## src/rtl/div_bcd_conv.sv

```systemverilog
// div_bcd_conv: sequential binary-to-BCD converter (shift-and-add-3, one bit
// per clock). It sits downstream of the iterative divider and turns the
// quotient or remainder into signed-magnitude BCD digits for the display.
//
// Handshake (valid/ready semantics): start is a request that is accepted only
// on a clk edge where the FSM is IDLE (busy = 0); a start seen while busy is
// dropped, not queued. Each accepted start produces exactly one done pulse
// (one cycle wide), and bcd/neg are updated on the same edge that raises done.
// They hold their value until the next done.
//
// Ports:
//   clk    - rising-edge clock
//   reset  - asynchronous, active-high reset
//   start  - conversion request, sampled only in IDLE
//   sign   - 1: value is two's complement, 0: unsigned
//   value  - binary operand (width bits)
//   busy   - high while the FSM is in SHIFT or DONE
//   done   - one-cycle pulse, bcd/neg freshly valid
//   neg    - result is negative
//   bcd    - packed BCD, digit 0 in bits [3:0]
module div_bcd_conv #(
  parameter int width  = 6,
  parameter int digits = 2
) (
  input  logic                  clk,
  input  logic                  reset,
  input  logic                  start,
  input  logic                  sign,
  input  logic [width-1:0]      value,
  output logic                  busy,
  output logic                  done,
  output logic                  neg,
  output logic [4*digits-1:0]   bcd
);

  localparam int CW = $clog2(width) + 1;

  typedef enum logic [1:0] {
    IDLE  = 2'd0,
    SHIFT = 2'd1,
    DONE  = 2'd2
  } state_t;

  state_t                state;
  logic [width-1:0]      mag;
  logic [4*digits-1:0]   scratch;
  logic [4*digits-1:0]   scratch_adj;
  logic [CW-1:0]         cnt;
  logic                  neg_pending;

  // Input-side sign handling: a negative two's-complement operand is
  // converted to its magnitude. The most-negative value maps onto itself,
  // which is still the correct unsigned magnitude.
  logic                  in_neg;
  logic [width-1:0]      in_mag;

  assign in_neg = sign & value[width-1];
  assign in_mag = in_neg ? (~value + {{(width-1){1'b0}}, 1'b1}) : value;

  // Add-3 correction applied to every digit in parallel before the shift.
  always_comb begin
    scratch_adj = scratch;
    for (int i = 0; i < digits; i++) begin
      if (scratch[4*i +: 4] >= 4'd5) begin
        scratch_adj[4*i +: 4] = scratch[4*i +: 4] + 4'd3;
      end
    end
  end

  // busy follows the state register directly so that an asynchronous reset
  // drops it immediately.
  assign busy = (state != IDLE);

  always_ff @(posedge clk or posedge reset) begin
    if (reset) begin
      state       <= IDLE;
      mag         <= '0;
      scratch     <= '0;
      cnt         <= '0;
      neg_pending <= 1'b0;
      done        <= 1'b0;
      neg         <= 1'b0;
      bcd         <= '0;
    end else begin
      done <= 1'b0;
      case (state)
        IDLE: begin
          if (start) begin
            mag         <= in_mag;
            neg_pending <= in_neg;
            scratch     <= '0;
            cnt         <= CW'(width);
            state       <= SHIFT;
          end
        end
        SHIFT: begin
          // Magnitude MSB moves into scratch bit 0.
          {scratch, mag} <= {scratch_adj, mag} << 1;
          cnt            <= cnt - 1'b1;
          if (cnt == CW'(1)) begin
            state <= DONE;
          end
        end
        DONE: begin
          bcd   <= scratch;
          neg   <= neg_pending;
          done  <= 1'b1;
          state <= IDLE;
        end
        default: begin
          state <= IDLE;
        end
      endcase
    end
  end

endmodule

```

## config.mk

```make
export PLATFORM = sky130hd
export DESIGN_NAME = div_bcd_conv
export DESIGN_NICKNAME = d
export VERILOG_FILES = /design/src/rtl/div_bcd_conv.sv
export SDC_FILE = /design/constraint.sdc
export NUM_CORES = 1
export LEC_CHECK = 0
export ABC_AREA = 1
export BUFFER_PORTS_ARGS = -buffer_cell sky130_fd_sc_hd__buf_2
export CORE_UTILIZATION = 28
export DETAILED_ROUTE_END_ITERATION = 7
export GPL_ROUTABILITY_DRIVEN = 0
export MAX_ROUTING_LAYER = met4
export PLACE_DENSITY_LB_ADDON = 0.25
export SLEW_MARGIN = 10
export SYNTH_ARGS = -nofsm -noshare
export SYNTH_HDL_FRONTEND = slang
export SYNTH_SLANG_ARGS = --single-unit
export TNS_END_PERCENT = 30
```

## constraint.sdc

```tcl
create_clock -name clk -period 2.8 [get_ports clk]
set_input_delay 0.14 -clock clk [delete_from_list [all_inputs] [get_ports clk]]
set_output_delay 0.14 -clock clk [all_outputs]
set_load 0.02 [all_outputs]
```

==> summary by stage, run 1 <==
Run status
The run finished with clean final reports.

Clock network
The clock net in this run drives a total of 31 sinks. The maximum clock path buffer count is 2. The number of buffers added by the clock tree synthesis step is 5. The clock network latency to the later pin of the worst-skew pair is 0.29 ns. In this run the post-CTS setup repair buffer count came out at 0. Clock-pin slew was measured on the worst setup and hold paths at 0.07 ns. TritonCTS built the clock tree. The H-tree was split into 2 levels.

CTS placed an instance of clkbuf_8 at the clock tree root.

Placed design
The worst slack after detailed placement is 1.44 ns. The number of buffer cells added on primary ports is 20. The instance count after placement with tap cells included is 284.

The wire-length estimate of the detail-placed layout is 2160 microns. The placed instances occupy a cell area of 0.00174 sq mm.

Timing
The final count of negative-setup-slack endpoints is 0. The clock period could shrink to 1.35 ns. In this run the tightest slew margin relative to its limit is 62.0%. Between clock sinks in the finished design, the worst skew comes to 0.0105 ns. The max-slew violation total from the final report is 0.

After layout, the worst path uses 48.0% of the clock period. After routing, the total negative slack on setup checks comes to 0 ns. Across all hold checks on the routed design, the worst slack comes to 0.152 ns.

The hold violation count in the final report came to 0. The measured slew at the worst slew-check pin is 0.569 ns. The final worst slack is 1.45 ns.

Setup repair after global routing left no endpoint under its margin. Timing would allow up to 743 MHz.

Worst setup path
Data on the critical path is required at its endpoint by 3.00 ns. The highest net fanout along the worst path is 14. The classification of the worst setup path is flip-flop to flip-flop. The signal on the critical path passes through o21ai_2 -> inv_1 -> o21ai_0.

The critical path arrival is 1.55 ns. The critical path's slowest cell is o21ai_2. On the worst path, the slowest cell contributes a delay of 0.51 ns. STA classifies the critical path endpoint as a flip-flop. Counting both buffers and inverters, the worst setup path holds a total of 1. The gate family responsible for the most delay along the worst path is compound AO/OA/AOI/OAI gates.

STA classifies the critical path startpoint as a flip-flop.

Drt
Detailed routing placed a total of 141 microns of wire on met3. The routed length on met2 is 1340 microns. The detailed-route wire length per cell is 10.4 microns.

The uppermost metal layer occupied by signal nets is met4. The DRC violation count after routing is 0. The number of search-and-repair iterations in the first detailed-routing pass is 4. Once detail routing completed, the nets flagged for antenna violations numbered 0. The total wirelength of the detailed-routed design is 3040 microns. After detailed routing, the number of vias per cell comes to 4.41. After the first detailed-routing iteration, the DRC count stood at 81.

For this block, wires on met1 add up to 1500 microns. Detailed routing inserted a total of 1291 vias.

Power and ir drop
Of the total power, the share spent switching nets is 40.7%. The internal power of the cells is 1.24 mW. The worst ir drop on vdd is 0.319 mV. The total power draw is 2.08 mW. The share of power burned in registers is 37.1%. Summed over all cells, the static leakage comes to 0.998 nW. The power per standard cell area is 1110 mW/mm^2. The relative contribution of combinational cells to total power is 40.8%. Summed over all nets, the switching power comes to 847 uW. The power share of the clock group is 22.1%.

Floorplan
The die covers 0.00591 sq mm. From left edge to right edge, the die measures 76.9 microns. The standard-cell row count is 26. The initial cell density of the core is 30.0%. The core footprint is 0.00524 sq mm. The height of the die is 76.9 microns. For this design the top-level I/O count stands at 21.

GRT
In the global route stage, overall resource usage came out at 12.2%. The via count of the first global-routing pass came to 1222. The initial antenna violation count is 0. The total overflow left after global routing is 0. The largest net degree at the start of global routing is 32.

The wire length of the first global-routing pass is 5490 microns.

Logic synthesis
Yosys printed 0 warnings. The synthesized netlist occupies a cell area of 0.00157 sq mm. The share of synthesized area occupied by flip-flops and latches is 49.4%.

Counting every net in the synthesized netlist gives 213. The synthesized netlist cell count is 196. Counting distinct cell types in the post-synthesis netlist gives 19. The synthesized area per cell is 8.01 sq um. The synthesized design contains 31 register bits.

Layout
The library cells used most frequently in the layout, excluding fill and tap cells, are 65 x nand2_1, 31 x dfrtp_1, 26 x inv_1. Excluding fillers, the count of instances in the completed layout stands at 293. The net total in the final layout is 239. From synthesis to final layout, the design area changed by 19.0%. The leading cell type in the layout, fill and taps excluded is nand2_1. The fraction of final layout cells sized beyond drive strength 1 is 15.7%. The core occupancy in the finished layout is 35.7%. The layout has 570 filler cells. After routing the design area is 0.00187 sq mm. The repair_antennas step left the layout with diodes totalling 0.

Worst hold path
The class of the worst hold path is input pin to flip-flop.

Job
The number of maximum-capacitance constraint violations is 0.
## area by class of cell
type / count / area (sq um) / area share [%]
clock buffers: 6 / 82.6 / 4.42
clock inverters: 2 / 35.0 / 1.87
inverters: 29 / 109 / 5.82
multi-input cells: 133 / 662 / 35.4
flip-flops and latches: 31 / 776 / 41.5
well taps: 70 / 87.6 / 4.69
repair buffers: 22 / 118 / 6.29
## sequential cells by signal (all words and copies together), names as in the netlist
| signal | cells |
|---|---|
| neg | 1 |
| state | 2 |
| done | 1 |
| mag | 6 |
| neg_pending | 1 |
| bcd | 8 |
| cnt | 4 |
| scratch | 8 |
## power by group through the flow
stage                     combinational (mW)  sequential, mW  clock [mW]
after detailed placement               0.863           0.783           0
after floorplan                        0.576           0.844           0
final                                  0.850           0.773       0.460
after global placement                 0.853           0.779           0
after global routing                    1.00           0.801       0.486
after CTS                              0.867           0.776       0.475
## layer usage
metal | vias to the layer above | global-route usage [%]
li1 | 680 | -
met5 | - | -
met3 | 6 | 3.93
met1 | 574 | 14.6
met2 | 31 | 18.7
met4 | 0 | 5.19
## synth_stat cells
cell	instances	area share, %
inv_1	26	6.2
a22oi_1	3	1.4
nand2_1	65	16
buf_6	1	0.72
nor3_1	1	0.32
buf_4	1	0.48
o21ai_1	6	1.9
o21bai_1	1	0.48
o21ai_0	16	5.1
a21oi_1	1	0.32
nand4_1	5	2.0
nor2_1	6	1.4
nand3_1	19	6.1
o21ai_2	1	0.56
ha_1	7	5.6
dfrtp_1	31	49
buf_2	1	0.32
inv_2	3	0.72
nor2_4	2	1.4
## final timing paths
check	startpoint	to	slack, ns	cells after the start
setup / recovery	state[0]	scratch[3]	1.45	3
hold / removal	value[0]	mag[0]	0.15	3
setup reg to reg	state[0]	scratch[3]	1.45	3
hold reg to reg	bcd[4]	bcd[4]	0.48	2
max in group asynchronous	reset	scratch[2]	2.03	4
min in group asynchronous	reset	cnt[3]	0.47	4
## worst register-to-register path, stage by stage (launching register included)
cell and delay, ns:
dfrtp_1 0.45, o21ai_2 0.51, inv_1 0.13, o21ai_0 0.17
## cells by family after synthesis
group / count (synthesis) / synth area share (%)
adder cells (fa/ha/maj): 7 / 5.58
flip-flops: 31 / 49.4
AND/OR/NAND/NOR: 98 / 26.8
buffers and inverters: 32 / 8.45
AO/OA/AOI/OAI: 28 / 9.80
## timing repair
action,in CTS,in global routing
resized for setup,0,0
hold buffers,1,0
hold endpoints to repair,31,0
Power figures use the tool's default switching activity.
==> inputs of run 2 (changes only) <==
==> constraint.sdc (replaced) <==
create_clock -name clk -period 1.2 [get_ports clk]
set_input_delay 0.06 -clock clk [delete_from_list [all_inputs] [get_ports clk]]
set_output_delay 0.06 -clock clk [all_outputs]
set_load 0.02 [all_outputs]
==> run 2 against run 1 <==
Compared with the run above: first-iteration DRC count shrank 48%; maximum frequency grew 19%; combinational power grew to 3.0 times the previous value; non-clock buffer count grew 13; via count grew 5.7%; count of clock-buffer cells in the layout grew 2; clock skew shrank 0.0042 ns; total power grew to 2.5 times the previous value; wire length grew 5.4%; sequential power grew 130%; critical path depth grew 5; critical path type unchanged.
==> summary by stage, run 2 (synthesis results as in run 1) <==
Layout
The layout overhead on the synthesized area is 28.7% (was 19.0%). The net total in the final layout came to 252 (was 239). The fraction of final layout cells sized beyond drive strength 1 is 24.6% (was 15.7%). The design area came to 0.00202 sq mm (was 0.00187 sq mm).

Top library cells by usage in the layout, fill and taps aside: 62 x nand2_1, 31 x dfrtp_1, 22 x inv_1 (was 65 x nand2_1, 31 x dfrtp_1, 26 x inv_1). The core occupancy in the finished layout came to 38.6% (was 35.7%). The number of antenna cells inserted was 0 (unchanged). The leading cell type in the layout, fill and taps excluded is nand2_1 (unchanged).

Largest registers in the final layout: bcd x8, scratch x8, mag x6 (unchanged).

Clock network
The maximum clock path buffer count is 2 (unchanged). The clock sink count is 31 (unchanged). The TritonCTS clock tree was yes (unchanged). The number of buffers added by the clock tree synthesis step was 5 (unchanged). The clock transition at the register clock pins on the worst setup and hold paths after CTS came to 0.06 ns (was 0.07 ns).

The CTS root buffer is clkbuf_8 (unchanged). The maximum level of the CTS H-tree came to 2 (unchanged). The clock network latency to the later pin of the worst-skew pair is 0.28 ns (was 0.29 ns).

Drt
The number of search-and-repair iterations in the first detailed-routing pass is 4 (unchanged). The ratio of routed vias to standard cells is 4.46 (was 4.41). The detailed-route wire length per cell is 10.5 microns (was 10.4 microns). The total wirelength of the detailed-routed design is 3210 microns (was 3040 microns).

The total via count in the routed design is 1364 (was 1291). The number of nets with antenna violations after routing was 0 (unchanged). The DRC violation count after routing came to 0 (unchanged). The iteration-0 DRC count of the detailed router is 42 (was 81).

Worst setup path
The critical path arrival is 1.30 ns (was 1.55 ns). The highest net fanout along the worst path is 4 (was 14). The worst reg-to-reg path cell count is 8 (was 3).

The worst setup path endpoint is scratch[1] (was scratch[3]). The worst-case register-to-register setup slack is 0.07 ns (was 1.45 ns). The worst setup path startpoint is scratch[0] (was state[0]). The type of origin of the critical path is a flip-flop (unchanged). The classification of the worst setup path is flip-flop to flip-flop (unchanged). The reg-to-reg critical path startpoint is scratch[0] (was state[0]). The data required time at the worst endpoint is 1.37 ns (was 3.00 ns).

The critical path capture point type is a flip-flop (unchanged). The capture instance of the worst register-to-register path is scratch[1] (was scratch[3]).

Timing
The shortest clock period the worst path allows after layout is 1.13 ns (was 1.35 ns). Unrepaired setup endpoints after global routing: true (was false). The max-slew violation total from the final report is 0 (unchanged). The clock skew came to 0.00637 ns (was 0.0105 ns). The share of the clock period used by the worst path is 94.0% (was 48.0%). The peak clock frequency supported by timing is 886 MHz (was 743 MHz). The final count of negative-setup-slack endpoints is 0 (unchanged). The hold violation count in the final report is 0 (unchanged). The sum of negative setup slack is 0 ns (unchanged). The measured slew at the worst slew-check pin is 0.397 ns (was 0.569 ns).

The relative slew slack is 73.6% (was 62.0%).

GRT
The wire length of the first global-routing pass is 5690 microns (was 5490 microns). The global router's overall resource usage is 12.8% (was 12.2%). The met2 routing resource usage after global routing came to 19.5% (was 18.7%). The final global-route overflow total came to 0 (unchanged). The largest net degree at the start of global routing is 32 (unchanged).

The fraction of met1 tracks used by global routing came to 15.5% (was 14.6%). The initial antenna violation count was 0 (unchanged). The met3 demand-to-capacity share in global routing is 4.64% (was 3.93%). The global routing's busiest layer is met2 (unchanged). The via count of the first global-routing pass is 1252 (was 1222).

Worst hold path
The class of the worst hold path is input pin to flip-flop (unchanged).

Run status
Run status: finished clean (unchanged).

Power and ir drop
The worst ir drop on vdd came to 0.787 mV (was 0.319 mV). The power per standard cell area was 2590 mW/mm^2 (was 1110 mW/mm^2). The leakage power of the design was 1.07 nW (was 0.998 nW). The total power draw is 5.22 mW (was 2.08 mW).

Floorplan
The die extent in x was 76.9 microns (unchanged). The core footprint is 0.00524 sq mm (unchanged). The top-level I/O count is 21 (unchanged).

The area of the die is 0.00591 sq mm (unchanged). The initial cell density of the core is 30.0% (unchanged). The standard-cell row count is 26 (unchanged). The height of the die is 76.9 microns (unchanged).

Placed design
The placed wire-length estimate after detailed placement is 2240 microns (was 2160 microns). The number of buffer cells added on primary ports was 20 (unchanged). The total cell area at the placement stage is 0.00182 sq mm (was 0.00174 sq mm).

Job
The number of maximum-capacitance constraint violations is 0 (unchanged).
-- run 2: changes by cell type in the layout (fill, tap and decap cells not counted), moves of 2 or more --
| cell | before | now |
|---|---|---|
| ha_4 | 0 | 2 |
| nand2_1 | 65 | 62 |
| nand3_2 | 0 | 2 |
| ha_1 | 7 | 5 |
| inv_1 | 26 | 22 |
| nand2_2 | 0 | 3 |
| inv_2 | 3 | 7 |
| buf_4 | 1 | 11 |
| nand3_1 | 19 | 17 |
| buf_12 | 0 | 2 |
-- run 2: where the power goes --
group	leakage, nW	switching (mW)	internal, mW
clock	0.0515	0.380	0.523
combinational	0.629	1.45	1.08
sequential	0.386	0.282	1.52
-- run 2: final cells by class --
cell class	count	area, sq um
clock buffers	8	100
fillers	562	3220
flip-flops and latches	31	776
inverters	29	109
repair buffers	35	244
multi-input cells	133	704
well taps	70	87.6
-- run 2: what timing repair did --
action / CTS / global route
hold buffers: 1 / 0
setup endpoints to repair: 2 / 7
setup buffers: 2 / 4
gates cloned: 0 / 0
resized for setup: 0 / 15
hold endpoints to repair: 31 / 0
pin swaps: 0 / 5
-- run 2: how the worst min path moves through the flow --
stage                  start     end  cells after the start
CTS                 value[4]  mag[4]                      4
finish              value[0]  mag[0]                      3
floorplan              reset  bcd[0]                      1
global placement       reset    done                      3
detailed placement     reset  mag[1]                      3
global route        value[0]  mag[0]                      3
-- run 2: critical path, stage by stage, from the launching register on --
cell	delay (ns)
dfrtp_1	0.37
inv_1	0.06
ha_1	0.20
inv_1	0.08
nand2_2	0.07
nand3_2	0.07
nand2_1	0.05
nand3_1	0.06
nand2_1	0.05
-- run 2: routing by layer --
layer,vias up,wire (microns),share of wire (%)
met3,5,153,4.8
met2,26,1490,46
met5,-,0,0
li1,707,-,-
met4,0,48,1.5
met1,626,1520,47
-- run 2: per-stage QoR --
stage	cells	hold slack, ns	setup WS [ns]
finish	306	0.0934	0.0718
global route	306	0.0995	-0.0278
CTS	302	0.0879	0.00431
detailed placement	291	0.176	0.000142
global placement	291	0.169	0.0278
floorplan	196	0.164	0.0457
==> inputs of run 3 (changes only) <==
--- a/config.mk
+++ b/config.mk
@@ -7,11 +7,12 @@
 export LEC_CHECK = 0
 export ABC_AREA = 1
 export BUFFER_PORTS_ARGS = -buffer_cell sky130_fd_sc_hd__buf_2
-export CORE_UTILIZATION = 28
+export CORE_UTILIZATION = 51
 export DETAILED_ROUTE_END_ITERATION = 7
 export GPL_ROUTABILITY_DRIVEN = 0
 export MAX_ROUTING_LAYER = met4
 export PLACE_DENSITY_LB_ADDON = 0.25
+export SKIP_LAST_GASP = 1
 export SLEW_MARGIN = 10
 export SYNTH_ARGS = -nofsm -noshare
 export SYNTH_HDL_FRONTEND = slang
==> run 3 against run 2 <==
Compared with the run above: the flow now finishes with violations (design-rule violations); flip-flop and latch count unchanged; count of clock-buffer cells in the layout is 2 lower; sequential power barely moved.
==> summary by stage, run 3 (synthesis results as in run 1) <==
Run status
The final reports fail on design-rule violations. Run status: complete, but fails checks (was finished clean).

GRT
The met3 demand-to-capacity share in global routing is 6.35% (was 4.64%). The fraction of met1 tracks used by global routing is 26.3% (was 15.5%). The global router's overall resource usage is 21.1% (was 12.8%).

The largest net degree at the start of global routing is 32 (unchanged). The global routing's busiest layer is met2 (unchanged). The initial antenna violation count is 0 (unchanged). The via count of the first global-routing pass was 1222 (was 1252). The met2 routing resource usage after global routing came to 32.1% (was 19.5%). The wire length of the first global-routing pass is 5060 microns (was 5690 microns). The final global-route overflow total is 0 (unchanged).

Drt
The iteration-0 DRC count of the detailed router is 49 (was 42). The number of nets with antenna violations after routing was 0 (unchanged). The number of search-and-repair iterations in the first detailed-routing pass came to 6 (was 4).

The DRC violation count after routing was 2 (was 0). The detailed-route wire length per cell was 11.6 microns (was 10.5 microns). The total via count in the routed design is 1376 (was 1364).

The total wirelength of the detailed-routed design is 3060 microns (was 3210 microns). The ratio of routed vias to standard cells is 5.23 (was 4.46).

Timing
The relative slew slack was 74.7% (was 73.6%). The final count of negative-setup-slack endpoints is 0 (unchanged). Unrepaired setup endpoints after global routing: true (unchanged).

The sum of negative setup slack is 0 ns (unchanged). The peak clock frequency supported by timing is 846 MHz (was 886 MHz). The clock skew is 0.00924 ns (was 0.00637 ns). The hold violation count in the final report was 0 (unchanged). The shortest clock period the worst path allows after layout came to 1.18 ns (was 1.13 ns). The measured slew at the worst slew-check pin is 0.379 ns (was 0.397 ns). The max-slew violation total from the final report is 0 (unchanged). The share of the clock period used by the worst path is 98.5% (was 94.0%).

Placed design
The instance count after placement with tap cells included is 251 (was 291). The total cell area at the placement stage is 0.00175 sq mm (was 0.00182 sq mm). The placed wire-length estimate after detailed placement came to 2180 microns (was 2240 microns). The number of buffer cells added on primary ports is 20 (unchanged).

Layout
The net total in the final layout is 250 (was 252). The count of fill cells added during filler insertion is 239 (was 562). Top library cells by usage in the layout, fill and taps aside: 61 x nand2_1, 31 x dfrtp_1, 20 x inv_1, 20 x buf_2 (was 62 x nand2_1, 31 x dfrtp_1, 22 x inv_1). The fraction of final layout cells sized beyond drive strength 1 is 25.9% (was 24.6%).

The register cell area after layout was 776 sq um (unchanged). Largest registers in the final layout: bcd x8, scratch x8, mag x6 (unchanged). The layout overhead on the synthesized area was 21.5% (was 28.7%). The design area is 0.00191 sq mm (was 0.00202 sq mm). The number of antenna cells inserted came to 0 (unchanged). The total area of multi-input combinational cells is 727 sq um (was 704 sq um). The final instance count without filler cells is 263 (was 306).

The leading cell type in the layout, fill and taps excluded is nand2_1 (unchanged).

Clock network
The clock sink count came to 31 (unchanged). The maximum clock path buffer count is 2 (unchanged). The clock transition at the register clock pins on the worst setup and hold paths after CTS is 0.09 ns (was 0.06 ns). The number of buffers added by the clock tree synthesis step was 5 (unchanged).

The clock network latency to the later pin of the worst-skew pair was 0.32 ns (was 0.28 ns). The maximum level of the CTS H-tree is 2 (unchanged). The TritonCTS clock tree is yes (unchanged). The CTS root buffer was clkbuf_4 (was clkbuf_8).

Job
The number of maximum-capacitance constraint violations came to 0 (unchanged).

Power and ir drop
The power share of the clock group is 10.6% (was 17.3%). The switching part of the total came to 43.5% (was 40.3%). The relative contribution of combinational cells to total power is 52.0% (was 48.3%). The total power draw is 4.87 mW (was 5.22 mW). The leakage power of the design came to 1.04 nW (was 1.07 nW). The worst ir drop on vdd is 1.22 mV (was 0.787 mV).

The internal power of the cells was 2.75 mW (was 3.12 mW). The share of power burned in registers is 37.3% (was 34.4%). The power per standard cell area was 2550 mW/mm^2 (was 2590 mW/mm^2). The reported net switching power is 2.12 mW (was 2.11 mW).

Worst setup path
The critical path capture point type is a flip-flop (unchanged). The critical path arrival is 1.40 ns (was 1.30 ns). The classification of the worst setup path is flip-flop to flip-flop (unchanged). The capture instance of the worst register-to-register path is scratch[5] (was scratch[1]). The reg-to-reg critical path startpoint is scratch[4] (was scratch[0]). The highest net fanout along the worst path came to 3 (was 4). The worst-case register-to-register setup slack came to 0.02 ns (was 0.07 ns). The data required time at the worst endpoint was 1.42 ns (was 1.37 ns).

The type of origin of the critical path is a flip-flop (unchanged). The worst reg-to-reg path cell count is 6 (was 8).

Floorplan
The standard-cell row count is 19 (was 26). The core footprint is 0.00283 sq mm (was 0.00524 sq mm). The die extent in x is 57.5 microns (was 76.9 microns).

The height of the die came to 57.5 microns (was 76.9 microns). The top-level I/O count is 21 (unchanged). The area of the die is 0.00331 sq mm (was 0.00591 sq mm). The initial cell density of the core is 55.5% (was 30.0%).

Worst hold path
The worst hold path stage count was 3 (unchanged). The class of the worst hold path is input pin to flip-flop (unchanged). The end of the worst hold path is mag[0] (unchanged). The worst min-delay path startpoint is value[0] (unchanged).
-- run 3: cell count changes in the layout (fill, tap and decap cells not counted), moves of 2 or more --
| cell | before | now |
|---|---|---|
| clkbuf_8 | 7 | 0 |
| clkbuf_4 | 0 | 5 |
| inv_1 | 22 | 20 |
| inv_2 | 7 | 9 |
| nand2_4 | 0 | 2 |
-- run 3: cell type report --
type                       instances  share of cell area (%)
sequential                        31                    40.7
timing repair buffer              33                    11.3
tap                               31                    2.03
multi-input combinational        133                    38.1
inverter                          29                    5.70
clock buffer                       6                    2.16
-- run 3: worst max-delay path: stages (launching register included) --
cell and delay (ns):
dfrtp_1 0.43, buf_6 0.15, ha_4 0.15, nand2_2 0.09, nand4_1 0.13, nand3_2 0.08, nand2_1 0.05
-- run 3: worst max path at each step --
stage	from	end	slack, ns	cells past startpoint
floorplan	state[0]	cnt[2]	0.05	5
global placement	scratch[4]	scratch[5]	0.02	8
finish	scratch[4]	scratch[5]	0.02	6
CTS	scratch[0]	scratch[1]	-0.002	8
detailed placement	scratch[4]	scratch[5]	-0.06	8
global route	state[1]	busy	-0.06	3
-- run 3: per-layer routing --
metal | up-vias | wire [microns]
met3 | 8 | 184
met4 | 0 | 53
met2 | 38 | 1450
met5 | - | 0
met1 | 630 | 1370
li1 | 700 | -
-- run 3: power by group through the flow --
stage	Combinational (mW)	Clock, mW	Sequential, mW
floorplan	1.34	0	1.97
global placement	2.11	0	1.79
detailed placement	2.22	0	1.81
CTS	2.32	0.532	1.79
global route	2.86	0.583	1.87
finish	2.54	0.517	1.82
-- run 3: through the flow --
step	worst slack, ns	utilization (%)	hold WS, ns
final	0.0182	67.4	0.0452
after global routing	-0.0602	67.4	0.0526
after CTS	-0.00231	64.8	0.0370
after detailed placement	-0.0576	61.9	0.152
after global placement	0.0153	61.9	0.153
after floorplan	0.0457	-	0.164
-- run 3: what timing repair did --
action / CTS / global route
setup buffers: 3 / 2
gates resized for setup: 3 / 19
endpoints found under the setup margin: 4 / 14
endpoints found under the hold margin: 31 / 0
hold buffers: 1 / 0
pin swaps: 0 / 6
